$ cat src/rtl/dmem_port_if.sv
// Bundle of the cpu, dbg and RAM port-A signals around the data-memory arbiter.
// The slave modport is the arbiter's view. The master modport is the view of
// everything around it: both requesters and the block-RAM read data.
interface dmem_port_if;
  logic        cpu_req;
  logic [3:0]  cpu_we;
  logic [31:0] cpu_addr;
  logic [31:0] cpu_wdata;
  logic        cpu_stall;
  logic        cpu_rvalid;
  logic [31:0] cpu_rdata;

  logic        dbg_req;
  logic [3:0]  dbg_we;
  logic [31:0] dbg_addr;
  logic [31:0] dbg_wdata;
  logic        dbg_gnt;
  logic        dbg_rvalid;
  logic [31:0] dbg_rdata;

  logic [3:0]  ram_wea;
  logic [29:0] ram_addra;
  logic [31:0] ram_dina;
  logic [31:0] ram_douta;

  modport slave (
    input  cpu_req, cpu_we, cpu_addr, cpu_wdata,
    output cpu_stall, cpu_rvalid, cpu_rdata,
    input  dbg_req, dbg_we, dbg_addr, dbg_wdata,
    output dbg_gnt, dbg_rvalid, dbg_rdata,
    output ram_wea, ram_addra, ram_dina,
    input  ram_douta
  );

  modport master (
    output cpu_req, cpu_we, cpu_addr, cpu_wdata,
    input  cpu_stall, cpu_rvalid, cpu_rdata,
    output dbg_req, dbg_we, dbg_addr, dbg_wdata,
    input  dbg_gnt, dbg_rvalid, dbg_rdata,
    input  ram_wea, ram_addra, ram_dina,
    output ram_douta
  );
endinterface

$ cat src/rtl/dmem_port_arbiter.sv
// Data-RAM port A arbiter between the MEM-stage cpu requester and the debug
// loader. The cpu normally wins. A starvation counter force-grants dbg for
// one cycle after STARVE_LIMIT consecutive denials. Sub-word cpu stores are
// lane-aligned onto the RAM word. Read ownership is tracked across the
// one-cycle RAM latency so that the data returns to the correct requester.
module dmem_port_arbiter #(
  parameter int STARVE_LIMIT = 4,
  parameter int CNT_W        = 4
) (
  input logic        clk,
  input logic        rst,
  dmem_port_if.slave bus
);

  typedef enum logic [1:0] {
    OWN_NONE = 2'b00,
    OWN_CPU  = 2'b01,
    OWN_DBG  = 2'b10
  } owner_e;

  localparam logic [CNT_W-1:0] LIMIT = CNT_W'(STARVE_LIMIT);

  logic [CNT_W-1:0] starve_cnt;
  owner_e           rd_owner_q;
  logic             grant_cpu;
  logic             grant_dbg;
  logic [3:0]       wea;
  logic [29:0]      addra;
  logic [31:0]      dina;

  // dbg is word-granular, so its byte offset is intentionally ignored.
  logic unused_dbg_offset;
  assign unused_dbg_offset = ^bus.dbg_addr[1:0];

  // Grant decision: cpu has priority unless dbg has waited STARVE_LIMIT cycles.
  // No grant is given while rst is high.
  // NOTE: every always_comb output gets a default first, so no path can leave
  // it unassigned and infer a latch.
  always_comb begin
    grant_cpu = 1'b0;
    grant_dbg = 1'b0;
    if (!rst) begin
      if (bus.cpu_req && bus.dbg_req) begin
        if (starve_cnt == LIMIT) grant_dbg = 1'b1;
        else                     grant_cpu = 1'b1;
      end else begin
        grant_cpu = bus.cpu_req;
        grant_dbg = bus.dbg_req;
      end
    end
  end

  // Port A mux: the cpu byte mask and data are shifted into their lanes, and
  // bytes shifted past bit 31 are dropped. dbg is presented unshifted.
  always_comb begin
    wea   = 4'b0000;
    addra = bus.cpu_addr[31:2];
    dina  = 32'h0;
    if (grant_cpu) begin
      wea  = bus.cpu_we << bus.cpu_addr[1:0];
      dina = bus.cpu_wdata << {bus.cpu_addr[1:0], 3'b000};
    end else if (grant_dbg) begin
      wea   = bus.dbg_we;
      addra = bus.dbg_addr[31:2];
      dina  = bus.dbg_wdata;
    end
  end

  assign bus.ram_wea   = wea;
  assign bus.ram_addra = addra;
  assign bus.ram_dina  = dina;

  assign bus.dbg_gnt   = grant_dbg;
  assign bus.cpu_stall = bus.cpu_req & grant_dbg;

  // Starvation counter and read-owner tracking across the RAM latency.
  // NOTE: sequential state uses non-blocking assignments only, so every
  // register samples the values from before the clock edge.
  always_ff @(posedge clk) begin
    if (rst) begin
      starve_cnt <= '0;
      rd_owner_q <= OWN_NONE;
    end else begin
      if (bus.dbg_req && !grant_dbg) begin
        if (starve_cnt != LIMIT) starve_cnt <= starve_cnt + CNT_W'(1);
      end else begin
        starve_cnt <= '0;
      end

      if (grant_cpu && (bus.cpu_we == 4'b0000))      rd_owner_q <= OWN_CPU;
      else if (grant_dbg && (bus.dbg_we == 4'b0000)) rd_owner_q <= OWN_DBG;
      else                                           rd_owner_q <= OWN_NONE;
    end
  end

  // A response that is still pending when rst rises is dropped.
  assign bus.cpu_rvalid = !rst && (rd_owner_q == OWN_CPU);
  assign bus.dbg_rvalid = !rst && (rd_owner_q == OWN_DBG);
  assign bus.cpu_rdata  = bus.ram_douta;
  assign bus.dbg_rdata  = bus.ram_douta;

endmodule

$ cat src/flat_wrapper.sv
// flat-port wrapper written by rule: the top's interface ports become plain ports
module dmem_port_arbiter_flat 
#(
  parameter int STARVE_LIMIT = 4,
  parameter int CNT_W        = 4
)
  (clk, rst, bus_cpu_req, bus_cpu_we, bus_cpu_addr, bus_cpu_wdata, bus_cpu_stall, bus_cpu_rvalid, bus_cpu_rdata, bus_dbg_req, bus_dbg_we, bus_dbg_addr, bus_dbg_wdata, bus_dbg_gnt, bus_dbg_rvalid, bus_dbg_rdata, bus_ram_wea, bus_ram_addra, bus_ram_dina, bus_ram_douta);
  dmem_port_if bus_i ();
  input logic clk;
  input logic rst;
  input wire logic [$bits(bus_i.cpu_req)-1:0] bus_cpu_req;
  input wire logic [$bits(bus_i.cpu_we)-1:0] bus_cpu_we;
  input wire logic [$bits(bus_i.cpu_addr)-1:0] bus_cpu_addr;
  input wire logic [$bits(bus_i.cpu_wdata)-1:0] bus_cpu_wdata;
  output wire logic [$bits(bus_i.cpu_stall)-1:0] bus_cpu_stall;
  output wire logic [$bits(bus_i.cpu_rvalid)-1:0] bus_cpu_rvalid;
  output wire logic [$bits(bus_i.cpu_rdata)-1:0] bus_cpu_rdata;
  input wire logic [$bits(bus_i.dbg_req)-1:0] bus_dbg_req;
  input wire logic [$bits(bus_i.dbg_we)-1:0] bus_dbg_we;
  input wire logic [$bits(bus_i.dbg_addr)-1:0] bus_dbg_addr;
  input wire logic [$bits(bus_i.dbg_wdata)-1:0] bus_dbg_wdata;
  output wire logic [$bits(bus_i.dbg_gnt)-1:0] bus_dbg_gnt;
  output wire logic [$bits(bus_i.dbg_rvalid)-1:0] bus_dbg_rvalid;
  output wire logic [$bits(bus_i.dbg_rdata)-1:0] bus_dbg_rdata;
  output wire logic [$bits(bus_i.ram_wea)-1:0] bus_ram_wea;
  output wire logic [$bits(bus_i.ram_addra)-1:0] bus_ram_addra;
  output wire logic [$bits(bus_i.ram_dina)-1:0] bus_ram_dina;
  input wire logic [$bits(bus_i.ram_douta)-1:0] bus_ram_douta;
  assign bus_i.cpu_req = bus_cpu_req;
  assign bus_i.cpu_we = bus_cpu_we;
  assign bus_i.cpu_addr = bus_cpu_addr;
  assign bus_i.cpu_wdata = bus_cpu_wdata;
  assign bus_cpu_stall = bus_i.cpu_stall;
  assign bus_cpu_rvalid = bus_i.cpu_rvalid;
  assign bus_cpu_rdata = bus_i.cpu_rdata;
  assign bus_i.dbg_req = bus_dbg_req;
  assign bus_i.dbg_we = bus_dbg_we;
  assign bus_i.dbg_addr = bus_dbg_addr;
  assign bus_i.dbg_wdata = bus_dbg_wdata;
  assign bus_dbg_gnt = bus_i.dbg_gnt;
  assign bus_dbg_rvalid = bus_i.dbg_rvalid;
  assign bus_dbg_rdata = bus_i.dbg_rdata;
  assign bus_ram_wea = bus_i.ram_wea;
  assign bus_ram_addra = bus_i.ram_addra;
  assign bus_ram_dina = bus_i.ram_dina;
  assign bus_i.ram_douta = bus_ram_douta;
  dmem_port_arbiter #(.STARVE_LIMIT(STARVE_LIMIT), .CNT_W(CNT_W)) u_core (.clk(clk), .rst(rst), .bus(bus_i));
endmodule
$ cat config.mk
export PLATFORM = sky130hd
export DESIGN_NAME = dmem_port_arbiter_flat
export DESIGN_NICKNAME = d
export VERILOG_FILES = /design/src/rtl/dmem_port_if.sv /design/src/rtl/dmem_port_arbiter.sv /design/src/flat_wrapper.sv
export SDC_FILE = /design/constraint.sdc
export NUM_CORES = 1
export LEC_CHECK = 0
export CAP_MARGIN = 10
export CORE_AREA = 10 10 112 114
export DETAILED_ROUTE_END_ITERATION = 16
export DIE_AREA = 0 0 122 124
export GPL_TIMING_DRIVEN = 1
export PLACE_DENSITY = 0.68
export SYNTH_ARGS = -nofsm -noshare
export SYNTH_HDL_FRONTEND = slang
export SYNTH_SLANG_ARGS = --single-unit
export TNS_END_PERCENT = 20
$ cat constraint.sdc
create_clock -name clk -period 3.1 [get_ports clk]
set_input_delay 0.465 -clock clk [delete_from_list [all_inputs] [get_ports clk]]
set_output_delay 0.465 -clock clk [all_outputs]
set_load 0.02 [all_outputs]
Word-level counts from Yosys, hierarchy flattened --
Index checks and enable logic that the tools add are counted.
Word-level totals: flip-flop bits (word level) 6, output and inout bits 134, word-level logic and storage cells 38
Cells by class: $add $sub $neg 1, equal/unequal tests 4, shift-type cells 2, mux-type cells 14, bitwise logic cells 2, reduce and logical (&&, ||, !) cells 12
Operators by type and width (count):
- two-way mux 32 bit | 2
- two-way mux 30 bit | 2
- left shift 32 x 5 -> 32 bit | 1
- zero test 4 bit | 2
- two-way mux 4 bit | 2
- two-way mux 1 bit | 7
- logical AND 1 bit | 6
- adder 4 x 1 -> 4 bit, second input constant | 1
- == test 4 x 3 -> 1 bit, second input constant | 1
- inequality test 4 x 3 -> 1 bit, second input constant | 1
- OR reduction 2 bit | 2
- left shift 4 x 2 -> 4 bit | 1
- == test 2 x 1 -> 1 bit, second input constant | 1
- == test 2 bit, second input constant | 1
- zero test 1 bit | 2
- two-way mux 2 bit | 1
- bitwise AND 1 bit | 1
- inverter 1 bit | 1

Depth between registers and ports, before layout --
Gate-level depths: netlist of run 1.
depth in word-level cells 8, depth in mapped cells 7, mapped depth without buffers 5

Least setup slack after synthesis of run 1 --
OpenSTA, ideal clock, no wires.
path type register to output, start point register u_core.starve_cnt[0], end point output bus_ram_dina[10], arrival time 1668 ps, data required time 2635 ps, path slack 967 ps, cell stages (with the launch flop) 7, buffers on the path 1, cells stage by stage dfxtp_1 -> inv_1 -> ha_1 -> and4b_4 -> or3_1 -> buf_6 -> o2bb2ai_1
Between the ends: word-level cells in the longest chain between the ends 6, elaborated cells on any way between the ends 9, those cells by class 1 x eq/ne; 8 x mux
RTL lines:
- start, declared | RTL line dmem_port_arbiter.sv:23 | logic [CNT_W-1:0] starve_cnt;
- start signal, assigned | RTL line dmem_port_arbiter.sv:85 | if (starve_cnt != LIMIT) starve_cnt <= starve_cnt + CNT_W'(1);
- == test 4 x 3 -> 1 bit (*) | RTL line dmem_port_arbiter.sv:44 | if (starve_cnt == LIMIT) grant_dbg = 1'b1;
- two-way mux 1 bit | RTL line dmem_port_arbiter.sv:44
- two-way mux 1 bit | RTL line dmem_port_arbiter.sv:43 | if (bus.cpu_req && bus.dbg_req) begin
- two-way mux 1 bit | RTL line dmem_port_arbiter.sv:42 | if (!rst) begin
- two-way mux 32 bit | RTL line dmem_port_arbiter.sv:62 | end else if (grant_dbg) begin
- two-way mux 32 bit (*) | RTL line dmem_port_arbiter.sv:59 | if (grant_cpu) begin
- end, declared | RTL line flat_wrapper.sv:27 | output wire logic [$bits(bus_i.ram_dina)-1:0] bus_ram_dina;
Mark *: on every way between the ends. The rest lies on a longest branch, timed or not.

Worst setup path in the final report of run 1 --
start point input rst, end point output bus_ram_addra[6]
Between the ends: word-level cells in the longest chain between the ends 3, elaborated cells on any way between the ends 4, those cells by class 4 x mux
RTL lines:
- start, declared | RTL line flat_wrapper.sv:10 | input logic rst;
- two-way mux 1 bit | RTL line dmem_port_arbiter.sv:42
- two-way mux 30 bit | RTL line dmem_port_arbiter.sv:62
- two-way mux 30 bit (*) | RTL line dmem_port_arbiter.sv:59
- end, declared | RTL line flat_wrapper.sv:26 | output wire logic [$bits(bus_i.ram_addra)-1:0] bus_ram_addra;
Marked as above.

==> results of run 1 <==
[path summary, 6_finish.rpt]
check                       start                    to  depth (start not counted)
min          u_core.starve_cnt[0]  u_core.starve_cnt[0]                          1
min reg2reg  u_core.starve_cnt[0]  u_core.starve_cnt[0]                          1
max reg2reg  u_core.starve_cnt[0]  u_core.starve_cnt[2]                          5
max                           rst      bus_ram_addra[6]                          6
[per-stage QoR]
stage	cell area, µm²	hold slack [ns]	worst slack (ns)	utilization, %
final	3870	0.456	0.105	37.8
after global routing	3870	0.496	0.0326	37.8
after CTS	3860	0.461	0.0293	37.7
after detailed placement	3820	0.453	0.0349	37.3
after global placement	3820	0.442	0.0417	37.3
after floorplan	2060	0.430	0.967	-
[synthesized netlist by cell type, types with 2 or more instances]
master	number
nand2_1	10
a211o_1	9
buf_4	67
clkbuf_1	2
nand2b_1	3
nor3b_1	2
nor2b_1	10
mux2i_1	18
a32o_1	9
mux2_2	30
a22o_1	17
buf_2	4
inv_1	4
o2bb2ai_1	18
nor3_1	3
nor2_1	5
ha_1	2
dfxtp_1	6
buf_6	6
[power breakdown]
group | leakage (nW) | internal, mW | switching, mW
registers | 0.0485 | 0.0785 | 0.000699
logic | 1.36 | 0.325 | 0.213
clock network | 0.0216 | 0.0834 | 0.0342
[registers in the layout, summed over array words and instances (netlist names)]
name               flops
u_core.starve_cnt      4
u_core.rd_owner_q      2
[critical path: stages]
cell and delay (ns):
clkdlybuf4s50_1 0.47, nand2b_1 0.23, a21oi_4 0.21, buf_12 0.22
mux2_2 0.35, clkdlybuf4s50_1 0.57
[what timing repair did]
item                                   4_1_cts  5_1_grt
endpoints found under the hold margin        0        0
setup endpoints to repair                    0        6
gates resized for setup                      0        2
hold buffers                                 0        0
[cell type report]
class | count | area [µm²]
Fill cell | 1048 | 6360
Timing Repair Buffer | 219 | 2200
Multi-Input combinational cell | 149 | 1320
Tap cell | 136 | 170
Sequential cell | 6 | 120
Clock buffer | 3 | 41.3
Inverter | 4 | 15.0
[metal layers]
| layer | track usage, % | vias up | share of wire [%] |
|---|---|---|---|
| met5 | 0 | - | 0 |
| met2 | 24.7 | 191 | 51 |
| met3 | 6.79 | 16 | 15 |
| met1 | 12.0 | 1061 | 33 |
| li1 | - | 1104 | - |
| met4 | 2.61 | 0 | 1.1 |
[kinds of logic after synthesis]
logic type	synth area share (%)
buffers and inverters	30.7
AO/OA/AOI/OAI	24.2
XOR/XNOR	0.850
adder cells (fa/ha/maj)	1.21
flip-flops	5.83
AND/OR/NAND/NOR	12.1
multiplexers	25.1
==> impl_results.md, run 1 <==
* Clock Sink Count at 6
* Drt pass-1 iters at 4
* Final period utilization at between 90% and 100%
* Fin. Hold Viols at 0
* Slew headroom at approximately 75%
* Tot GR Track Use at 12.9%
* First-pass GRT wire length at about 15000 µm
* Routed WL per cell at around 21 µm
* Final worst path period need at around 3.0 ns
* Top cell type's share of synthesized area at 24.4%
* Clock buffer count from CTS at 3
* Worst EP arrival at approximately 2.5 ns
* Setup TNS at 0 ns
* Syn Inst Count at 240
* Worst Path Required at between 2 and 3 ns
* Power, Total at approximately 0.73 mW
* Root Driver: clkbuf_8
* Iteration-0 DRC Markers at 29
* DP Cell Count at approximately 510
* Worst-Margin Slew at ~0.36 ns
* Port bufs at ~210
* GRT Residual Overflow at 0
* Vert. Die Dim at 124 µm
* Finished Layout Cells at just over 500
* Number of global-route vias before repair at 2611
* Clk pin slew, worst setup/hold paths at 0.03 ns
* Die Wd at around 120 µm
* Synth area leader: buf_4
* Row cnt at 37
* Ratio of cells with drive above 1 in the final layout at between 10% and 20%
* Worst Clk Skew at approximately 0.0019 ns
* Leading cell type in the layout, fill and taps excluded: clkdlybuf4s50_1
* Die ar. at approximately 0.015 mm²
* PwrDens at about 190 mW/mm²
* P&R area growth vs syn at 87.7%
* CP max FO at 29
* Synth Cell Area at around 0.0021 mm²
* CTS tree: built
* Fmax at approximately 330 MHz
* RSZ-0062 raised after global routing: no
* Core area at slightly above 0.01 mm²
* MaxCap Viol Count at 0
* Hold Crit Class: flop to flop
* Startpoint types: input port
* Post-synth net total at approximately 410
* Area contributors post-synth: buf_4 24%, mux2_2 16%, mux2i_1 8.7%
* Final-report max-slew violation count at 0
* Vias per std cell at 4.59
* Syn Area/Cell at 8.59 µm²
* Diode count at 0
* Final wirelength at about 11000 µm
* Initial antenna violation count at 0
* Detail Route Antenna Nets at 0
* Setup slack, reg-to-reg at approximately 1.6 ns
* Kind of end point of the critical path: output pin
* Largest net degree at the start of global routing at 40
* Most frequent cells in the layout: 204 x clkdlybuf4s50_1, 30 x mux2_2, 18 x mux2i_1, 18 x o2bb2ai_1, 17 x a22o_1
* Leakage at approximately 1.4 nW
* Max Root-Sink Buffers at 2
* Final HPWL DP at around 9600 µm
* Async SR Flop Fraction at 0%
* # nets final at 557
* Register area share after synthesis at around 5.8%
* Starting Density at 20.1%
* Final GP Congestion at 0.886
* I/O Pins at about 310
* Main flop type after synthesis: dfxtp_1
* Setup violators final at 0
* Critical path type: input port to output pin
* H-tree Lvls at 1
* Worst vdd ir at 0.0000780 V
* Outcome: finished, final reports clean
* Synth unique cells at 34
* Clk_lat worst skew at 0.22 ns
* Flops & latches, synth at 6
* Residual DRC at 0
* Post-synth EDFFs at 0
* Via count at between 2000 and 2500
* Syn. warnings at 0
* Post-CTS Repair Setup Buffers at 0
(Power assumes the default switching activity.)
==> run 2, diff against run 1 <==
--- a/config.mk
+++ b/config.mk
@@ -7,6 +7,7 @@
 export LEC_CHECK = 0
 export CAP_MARGIN = 10
 export CORE_AREA = 10 10 112 114
+export CTS_CLUSTER_DIAMETER = 30
 export DETAILED_ROUTE_END_ITERATION = 16
 export DIE_AREA = 0 0 122 124
 export GPL_TIMING_DRIVEN = 1
==> results of run 2 <==
Same layout as run 1: the final DEF is identical, and so are final timing and power.
==> run 3, diff against run 2 <==
==> constraint.sdc (replaced) <==
create_clock -name clk -period 3.1 [get_ports clk]
set_input_delay 0.62 -clock clk [delete_from_list [all_inputs] [get_ports clk]]
set_output_delay 0.62 -clock clk [all_outputs]
set_load 0.02 [all_outputs]
==> impl_results.md, run 3 (synthesis results as in run 1) <==
* Outcome: finished, final reports clean
* Critical path type: input port to output pin
* Vert. Die Dim at 124 µm (unchanged)
* Largest net degree at the start of global routing at 30 (-25%)
* Core area at 0.0102 mm² (unchanged)
* Routed wl met2 at 5590 µm (+1.2%)
* Final worst path period need at 3.02 ns (+0.0277 ns)
* Drt pass-1 iters at 4 (unchanged)
* Worst Clk Skew at 0.00266 ns (+0.000747 ns)
* Iteration-0 DRC Markers at 56 (+93%)
* Pre-CTS WS at -0.206 ns (-0.241 ns)
* Clk_lat worst skew at 0.22 ns (about the same)
* Setup violators final at 0 (unchanged)
* Power, Total at 0.707 mW (-3.8%)
* Hold Crit Class: flop to flop
* Kind of end point of the critical path: output pin
* Most frequent cells in the layout: 139 x clkdlybuf4s50_1, 62 x dlygate4sd2_1, 30 x mux2_2
* Diode count at 0 (unchanged)
* Die Wd at 122 µm (unchanged)
* Max Root-Sink Buffers at 2 (unchanged)
* Slew headroom at 83.1% (+7.7 points)
* Largest regs: u_core.starve_cnt x4, u_core.rd_owner_q x2
* Final wirelength at 11000 µm (+1.1%)
* Critical hold path startpoint: u_core.starve_cnt[0]
* R2r endpoint: u_core.starve_cnt[3]
* # nets final at 568 (+2.0%)
* Clk pin slew, worst setup/hold paths at 0.03 ns (about the same)
* Leading cell type in the layout, fill and taps excluded: clkdlybuf4s50_1
* MaxCap Viol Count at 0 (unchanged)
* I/O Pins at 306 (unchanged)
* Worst EP arrival at 2.40 ns (-0.13 ns)
* Critical path's slowest cell: clkdlybuf4s50_1
* Root Driver: clkbuf_8
* Clock buffer count from CTS at 3 (unchanged)
* Startpoint types: input port
* Leakage at 1.67 nW (+17%)
* Fin. Hold Viols at 0 (unchanged)
* Final GP Congestion at 0.876 (-1.2%)
* Hold path depth at 1 (unchanged)
* Top reg by flops: u_core.starve_cnt
* Final HPWL DP at 9850 µm (+2.9%)
* Tot GR Track Use at 13.2% (+0.23 points)
* Clock Sink Count at 6 (unchanged)
* Initial antenna violation count at 0 (unchanged)
* Vias per std cell at 4.54 (-1.1%)
* First-pass GRT wire length at 15600 µm (+1.3%)
* Residual DRC at 0 (unchanged)
* Routed WL per cell at 20.8 µm (-0.96%)
* P&R area growth vs syn at 88.2%
* Final-report max-slew violation count at 0 (unchanged)
* PwrDens at 182 mW/mm² (-4.1%)
* Met3 wire len at 1610 µm (+0.88%)
* Final period utilization at 97.5% (+0.89 points)
* Wl on met1 at 3610 µm (-0.47%)
* Setup slack, reg-to-reg at 1.58 ns (-0.03 ns)
* Fmax at 331 MHz (-0.92%)
* Crit-path cells: clkdlybuf4s50_1 -> nand2b_1 -> a21oi_4 -> buf_12 -> mux2_2 -> dlygate4sd2_1
* Highest Signal Layer: met4
* R2R Path Start: u_core.starve_cnt[0]
* Detail Route Antenna Nets at 0 (unchanged)
* CP max FO at 29 (unchanged)
* Number of global-route vias before repair at 2730 (+4.6%)
* Worst Path Required at 2.48 ns (-0.15 ns)
* Ratio of cells with drive above 1 in the final layout at 17.1% (+2.9 points)
* Port bufs at 207 (unchanged)
* Via count at 2397 (+1.1%)
* Worst setup margin at 0.0775 ns (-0.0277 ns)
* Finished Layout Cells at 528 (+2.1%)
* H-tree Lvls at 1 (unchanged)
* Row cnt at 37 (unchanged)
* Max FFs per register at 4 (unchanged)
* GRT Residual Overflow at 0 (unchanged)
* CP peak stage delay at 0.46 ns (-0.11 ns)
* RSZ-0062 raised after global routing: no
* Worst vdd ir at 0.0000756 V (-3.1%)
* R2R depth at 5 (unchanged)
* Worst Hold Endpoint: u_core.starve_cnt[0]
* DP Cell Count at 525 (+2.1%)
* Starting Density at 20.1% (unchanged)
* Worst-Margin Slew at 0.246 ns (-0.112 ns)
* Fillers at 1066 (+1.7%)
* CTS tree: built
* Die ar. at 0.0151 mm² (unchanged)
## run 3: cell count changes in the layout (fill, tap and decap cells not counted), sizes merged
cell	before	now
dlymetal6s2s	0	1
buf	15	28
dlygate4sd2	0	62
clkdlybuf4s50	204	139
## run 3: layer usage
layer | track usage (%) | vias up
li1 | - | 1125
met1 | 11.7 | 1062
met2 | 25.0 | 187
met3 | 7.69 | 23
met4 | 3.13 | 0
met5 | 0 | -
## run 3: area by class of cell
cell class	count	area, µm²	share of cell area (%)
multi-input cells	149	1310	33.9
well taps	136	170	4.39
clock buffers	3	41.3	1.06
repair buffers	230	2220	57.2
flip-flops and latches	6	120	3.10
inverters	4	15.0	0.387
## run 3: repair_timing
action,CTS,global route
gates cloned,0,0
setup endpoints to repair,62,1
hold buffers,0,0
gates resized for setup,63,1
buffers inserted,0,0
endpoints found under the hold margin,0,0
## run 3: report_power, final
group | internal (mW) | switching (mW) | total, mW
clock network | 0.0833 | 0.0330 | 0.116
logic | 0.297 | 0.214 | 0.511
registers | 0.0786 | 0.000715 | 0.0793
## run 3: through the flow
step	TNS (ns)	hold WS, ns	util (%)	cell area [µm²]
detailed placement	-7.37	0.466	38.2	3910
CTS	0	0.472	37.9	3870
global placement	-7.02	0.442	38.2	3910
global route	0	0.542	37.9	3880
finish	0	0.468	37.9	3880
floorplan	0	0.430	-	2060
## run 3: how the worst max path moves through the flow
stage | start | to | slack [ns] | cells past startpoint
after floorplan | bus_cpu_addr[1] | bus_ram_dina[10] | 0.78 | 4
after global placement | bus_dbg_req | bus_ram_dina[9] | -0.17 | 5
after detailed placement | bus_dbg_req | bus_ram_dina[6] | -0.21 | 5
after CTS | rst | bus_dbg_gnt | 0.05 | 6
after global routing | rst | bus_ram_addra[3] | 0.008 | 6
final | rst | bus_ram_addra[3] | 0.08 | 6
## run 3: critical path: cells and delay by family
kind	cells	cell delay, ns
multiplexers	1	0.37
buffers and inverters	3	1.00
AND/OR/NAND/NOR	1	0.22
AO/OA/AOI/OAI	1	0.17
